File: src/rtl/seq_sched_pkg.sv
// Shared types and constants for the frame scheduler and its pattern matcher.
package seq_sched_pkg;

   typedef enum logic [2:0] {
      IDLE   = 3'd0,
      SHIFT  = 3'd1,
      REPORT = 3'd2
   } state_e;

   localparam logic [3:0] DEFAULT_PATTERN = 4'b1011;

   // Width of a counter that has to reach word_w itself.
   function automatic int bit_cnt_w(input int word_w);
      return $clog2(word_w + 1);
   endfunction

endpackage

File: src/rtl/seq_pattern_match.sv
// Moore-style serial pattern matcher: PAT_W-bit history, qualification counter and registered match.
// SEQ_SCHED_OVERLAP_EN keeps the history after a hit; otherwise a hit restarts the qualification.
module seq_pattern_match #(
   parameter int PAT_W = 4
) (
   input  logic             clk,
   input  logic             rst,
   input  logic             clear,
   input  logic             shift_en,
   input  logic             bit_in,
   input  logic [PAT_W-1:0] pattern,
   output logic             hit,
   output logic             match
);

   localparam int QW = $clog2(PAT_W + 1);

`ifdef SEQ_SCHED_OVERLAP_EN
   localparam bit OVERLAP = 1'b1;
`else
   localparam bit OVERLAP = 1'b0;
`endif

   logic [PAT_W-1:0] hist_q, hist_d, hist_next;
   logic [QW-1:0]    qual_q, qual_d;
   logic             match_q, match_d;

   // The qualification counter tracks how many bits the history holds, saturating at PAT_W.
   always_comb begin
      hist_next = {hist_q[PAT_W-2:0], bit_in};
      hit       = shift_en && !clear && (hist_next == pattern) && (qual_q >= QW'(PAT_W - 1));
      hist_d    = hist_q;
      qual_d    = qual_q;
      match_d   = hit;
      if (clear) begin
         hist_d = '0;
         qual_d = '0;
      end else if (shift_en) begin
         if (hit && !OVERLAP) begin
            hist_d = '0;
            qual_d = '0;
         end else begin
            hist_d = hist_next;
            if (qual_q != QW'(PAT_W)) qual_d = qual_q + 1'b1;
         end
      end
   end

   always_ff @(posedge clk or posedge rst) begin
      if (rst) begin
         hist_q  <= '0;
         qual_q  <= '0;
         match_q <= 1'b0;
      end else begin
         hist_q  <= hist_d;
         qual_q  <= qual_d;
         match_q <= match_d;
      end
   end

   assign match = match_q;

endmodule

File: src/rtl/seq_frame_scheduler.sv
// Accepts words over valid/ready, serializes them MSB-first, counts pattern hits per frame.
// Overlapping-match counting is selected with SEQ_SCHED_OVERLAP_EN (see seq_pattern_match).
module seq_frame_scheduler
   import seq_sched_pkg::*;
#(
   parameter int WORD_W = 8,
   parameter int PAT_W  = 4,
   parameter int CNT_W  = 4
) (
   input  logic              clk,
   input  logic              reset,
   input  logic              cfg_we,
   input  logic [PAT_W-1:0]  cfg_pattern,
   input  logic              in_valid,
   output logic              in_ready,
   input  logic [WORD_W-1:0] in_data,
   output logic              bit_out,
   output logic              match,
   output logic [CNT_W-1:0]  hit_count,
   output logic              done,
   output logic              busy,
   output logic [2:0]        state
);

   localparam int BCW = bit_cnt_w(WORD_W);

   state_e            state_q, state_d;
   logic [WORD_W-1:0] sreg_q, sreg_d;
   logic [BCW-1:0]    bcnt_q, bcnt_d;
   logic [PAT_W-1:0]  pat_q, pat_d;
   logic [CNT_W-1:0]  hcnt_q, hcnt_d;
   logic              done_q, done_d;
   logic              busy_q, busy_d;
   logic              xfer, shift_en, hit;

   // Handshake: a word moves on any rising edge where in_valid and in_ready are both high;
   // in_ready is high exactly while the FSM sits in IDLE.
   assign in_ready = (state_q == IDLE);
   assign xfer     = in_ready && in_valid;
   assign shift_en = (state_q == SHIFT);
   assign bit_out  = shift_en && sreg_q[WORD_W-1];

   always_comb begin
      state_d = state_q;
      sreg_d  = sreg_q;
      bcnt_d  = bcnt_q;
      pat_d   = pat_q;
      hcnt_d  = hcnt_q;
      done_d  = 1'b0;
      busy_d  = busy_q;
      case (state_q)
         IDLE: begin
            if (cfg_we) pat_d = cfg_pattern;
            if (in_valid) begin
               sreg_d  = in_data;
               bcnt_d  = '0;
               hcnt_d  = '0;
               busy_d  = 1'b1;
               state_d = SHIFT;
            end
         end
         SHIFT: begin
            sreg_d = sreg_q << 1;
            bcnt_d = bcnt_q + 1'b1;
            if (hit && !(&hcnt_q)) hcnt_d = hcnt_q + 1'b1;
            if (bcnt_q == BCW'(WORD_W - 1)) begin
               done_d  = 1'b1;
               state_d = REPORT;
            end
         end
         REPORT: begin
            busy_d  = 1'b0;
            state_d = IDLE;
         end
         default: begin
            busy_d  = 1'b0;
            state_d = IDLE;
         end
      endcase
   end

   always_ff @(posedge clk or posedge reset) begin
      if (reset) begin
         state_q <= IDLE;
         sreg_q  <= '0;
         bcnt_q  <= '0;
         pat_q   <= PAT_W'(DEFAULT_PATTERN);
         hcnt_q  <= '0;
         done_q  <= 1'b0;
         busy_q  <= 1'b0;
      end else begin
         state_q <= state_d;
         sreg_q  <= sreg_d;
         bcnt_q  <= bcnt_d;
         pat_q   <= pat_d;
         hcnt_q  <= hcnt_d;
         done_q  <= done_d;
         busy_q  <= busy_d;
      end
   end

   // The pattern loaded on a transfer edge is already in pat_q for the first shifted bit.
   seq_pattern_match #(
      .PAT_W (PAT_W)
   ) u_match (
      .clk      (clk),
      .rst      (reset),
      .clear    (xfer),
      .shift_en (shift_en),
      .bit_in   (sreg_q[WORD_W-1]),
      .pattern  (pat_q),
      .hit      (hit),
      .match    (match)
   );

   assign hit_count = hcnt_q;
   assign done      = done_q;
   assign busy      = busy_q;
   assign state     = state_q;

endmodule

File: config.mk
export PLATFORM = sky130hd
export DESIGN_NAME = seq_frame_scheduler
export DESIGN_NICKNAME = d
export VERILOG_FILES = /design/src/rtl/seq_sched_pkg.sv /design/src/rtl/seq_pattern_match.sv /design/src/rtl/seq_frame_scheduler.sv
export SDC_FILE = /design/constraint.sdc
export NUM_CORES = 1
export LEC_CHECK = 0
export CAP_MARGIN = 25
export CORE_AREA = 2 2 53 67
export DETAILED_ROUTE_END_ITERATION = 16
export DIE_AREA = 0 0 55 69
export PLACE_DENSITY = 0.78
export SKIP_LAST_GASP = 1
export SLEW_MARGIN = 0
export SYNTH_ARGS = -nofsm -noshare
export SYNTH_HDL_FRONTEND = slang
export SYNTH_SLANG_ARGS = --single-unit
File: constraint.sdc
create_clock -name clk -period 2.05 [get_ports clk]
set_input_delay 0.41 -clock clk [delete_from_list [all_inputs] [get_ports clk]]
set_output_delay 0.41 -clock clk [all_outputs]
set_load 0.05 [all_outputs]
==> results.toml <==
[status]
status = "complete, no violations"

[critical_path]
path_common_cell = "sky130_fd_sc_hd__ha_1"
reg2reg_setup_slack_ns = 0.08
crit_type = "flip-flop to flip-flop"
critical_path.cell_chain = "ha_1 > ha_1 > a211o_1 > nand4_1 > buf_4 > or4b_1 > nand3_1"
cpMaxStageDelayCell = "sky130_fd_sc_hd__or4b_1"
worst-path-buf-inv = 1
worst_reg2reg_path_length_in_cells = 7
cp-start-kind = "flip-flop"
critical_path.reg2reg.startpoint = "u_match.qual_q[1]"
kind_of_cell_adding_the_most_delay_to_the_critical_path = "simple AND/OR/NAND/NOR gates"
critPathCaptureType = "flip-flop"
critical_path_required_ns = 2.27
cp_data_arrival_time_ns = 2.19
crit_path_max_incr_delay_ns = 0.51
path_max_fanout = 8
worstReg2RegEnd = "hit_count[0]"

[timing]
finalSetupViolations = 0
post-route-min-period_ns = 1.97
clock-skew-final_ns = 0.00465
rsz0062_at_grt = "no"
final.period_utilization_pct = 96.2
fmax_mhz = 507
hold_viol_final = 0
post_route_setup_tns_ns = 0
timing.final.max_slew_violations = 0

[final_layout]
design.final.nets = 218
final-instance-count-excl-fill = 235
drive_gt1_share_pct = 17.7
num_antenna_cells = 0
final.fill_count = 266
synthToLayoutAreaGrowth_pct = 29.1

[yosys]
asyncSetResetFlopFracSynth_pct = 100
syn-num-nets = 185
number_of_enable_flip_flop_cells_after_synthesis = 0
synth-seq-area-share_pct = 48.8
synth.yosys.warnings = 0
post_synth.cell_area_avg_um2 = 9.74
synth.area.top_cells = "sky130_fd_sc_hd__dfrtp_1 (44%), sky130_fd_sc_hd__nand2_1 (5.9%), sky130_fd_sc_hd__dfstp_2 (4.9%)"
postSynthCellCount = 164
postSynth.topFlopCell = "sky130_fd_sc_hd__dfrtp_1"
synth.ff_latch_count = 31
post_synth_instance_area_um2 = 1600
synthDistinctLibCells = 41
yosys.cell_count.top_type = "sky130_fd_sc_hd__dfrtp_1"
synth.top_cell.area_share_pct = 43.9
post-synth-top-area-cell = "sky130_fd_sc_hd__dfrtp_1"
yosys-top-cells-count = "sky130_fd_sc_hd__dfrtp_1 (28), sky130_fd_sc_hd__nand2_1 (25), sky130_fd_sc_hd__o21ai_0 (14)"

[placed_design]
port_buffers = 26
dp_hpwl_um = 2640
dpl.cell_count = 227
globalplace.congestion = 0.871

[clock_tree]
cts_hold_buffers = 0
htree_levels = 2
tritoncts = "yes"
clockBufferDepth = 2
cts_inserted_buffers = 5
clk_pin_slew_worst_paths_ns = 0.06
cts.sink_count = 31
root_buffer = "sky130_fd_sc_hd__clkbuf_8"
worst_skew_pair.late_latency_ns = 0.28

[floorplanning]
design.core.area_um2 = 3170
die_h_um = 69
initial_utilization_pct = 50.5
std_cell_rows = 23
design.die.area_um2 = 3800
floorplan.die.width_um = 55
io-pin-count = 28

[power_and_ir_drop]
cellPowerDensity_nw_per_um2 = 1550
ir_worst_vdd_mv = 0.987
static_leakage_power_nw = 0.973

[grt]
grt.overflow.total = 0
global_route_usage_over_all_layers_pct = 22.4
vias_in_the_first_global_route = 1377
grt_first_pass_wirelength_um = 6270
pin_count_of_the_biggest_net_entering_global_routing = 32
antenna_found_initial = 0

[worst_hold_path]
worstHoldPathType = "input pin to async pin"

[drt]
route.antenna.remaining_nets = 0
routed_wire_length_per_instance_um = 15.1
num_vias = 1330
detail_route.first_pass.iterations = 4
drt_wl_total_um = 3540
detail_route.iter0.violations = 66
drc = 0
vias_per_cell = 5.66

[job]
number_of_maximum_capacitance_constraint_violations = 0
[how the worst max path moves through the flow]
stage | start | endpoint | slack (ns) | cells past startpoint
after floorplan | state[1] | pat_q[2] | 0.16 | 4
after global placement | in_valid | u_match.qual_q[0] | 0.11 | 5
after detailed placement | in_valid | u_match.qual_q[0] | 0.08 | 5
after CTS | hit_count[0] | hit_count[0] | 0.07 | 1
after global routing | u_match.qual_q[1] | hit_count[0] | 0.04 | 7
final | u_match.qual_q[1] | hit_count[0] | 0.08 | 7
[timing repair]
action                                  4_1_cts  5_1_grt
buffers inserted                              0        0
endpoints found under the setup margin        0        1
gates resized for setup                       0        1
hold endpoints to repair                      0        0
[cells in the final DEF, fill, tap and decap left out, drive strengths merged, types with 2 or more instances in the layout]
| cell type | count |
|---|---|
| dfrtp | 28 |
| clkdlybuf4s50 | 21 |
| and2 | 2 |
| inv | 6 |
| nand3 | 12 |
| clkbuf | 8 |
| o21ai | 17 |
| ha | 5 |
| nand4 | 3 |
| buf | 15 |
| a21oi | 7 |
| xnor2 | 4 |
| nor3 | 2 |
| and3b | 7 |
| nor2 | 5 |
| mux2 | 5 |
| or4 | 3 |
| dfstp | 3 |
| nand2 | 26 |
[where the power goes]
part	internal [mW]	switching (mW)
clock network	0.306	0.222
logic	0.695	0.882
registers	0.880	0.220
total	1.88	1.32
[worst register-to-register path: stages, from the launching register on]
cell	delay, ns
sky130_fd_sc_hd__dfrtp_1	0.43
sky130_fd_sc_hd__ha_1	0.19
sky130_fd_sc_hd__ha_1	0.16
sky130_fd_sc_hd__a211o_1	0.12
sky130_fd_sc_hd__nand4_1	0.17
sky130_fd_sc_hd__buf_4	0.22
sky130_fd_sc_hd__or4b_1	0.51
sky130_fd_sc_hd__nand3_1	0.11
[cell families (layout without fill, tap and decap cells)]
logic type,after synthesis,count (layout),share of synthesized area (%)
buffers and inverters,17,51,5.32
XOR/XNOR,4,4,2.66
multiplexers,5,5,3.52
AND/OR/NAND/NOR,67,67,22.5
adder cells (fa/ha/maj),5,5,3.92
other,1,1,0.235
AO/OA/AOI/OAI,34,34,13.1
flip-flops,31,31,48.8
[per-layer routing]
metal / global-route usage [%] / share of wire (%) / vias to the layer above
met5: 0 / 0 / -
met4: 7.86 / 1.9 / 0
met3: 7.14 / 4.8 / 9
met1: 27.5 / 39 / 627
met2: 36.0 / 54 / 49
li1: - / - / 645
[layout make-up]
type	instances	area (um2)	share of cell area, %
Multi-Input combinational cell	116	741	35.9
Timing Repair Buffer	37	373	18.1
Clock buffer	8	100	4.85
Sequential cell	31	779	37.8
Tap cell	37	46.3	2.25
Inverter	6	22.5	1.09
[flip-flops by register name, summed over array words and instances, names as in the netlist, 2 cells and up]
name,cells
sreg_q,8
bcnt_q,4
hit_count,4
pat_q,4
u_match.hist_q,3
u_match.qual_q,3
state,2
[metrics by stage]
stage	power (mW)	hold WS (ns)	worst slack [ns]	util, %	area (um2)
after detailed placement	2.67	0.490	0.0763	61.9	1960
after CTS	3.22	0.504	0.0731	65.1	2060
final	3.20	0.500	0.0776	65.1	2060
after global routing	3.43	0.530	0.0354	65.1	2060
after floorplan	2.16	0.450	0.158	-	1610
after global placement	2.58	0.469	0.113	61.9	1960
(Power assumes the default switching activity.)
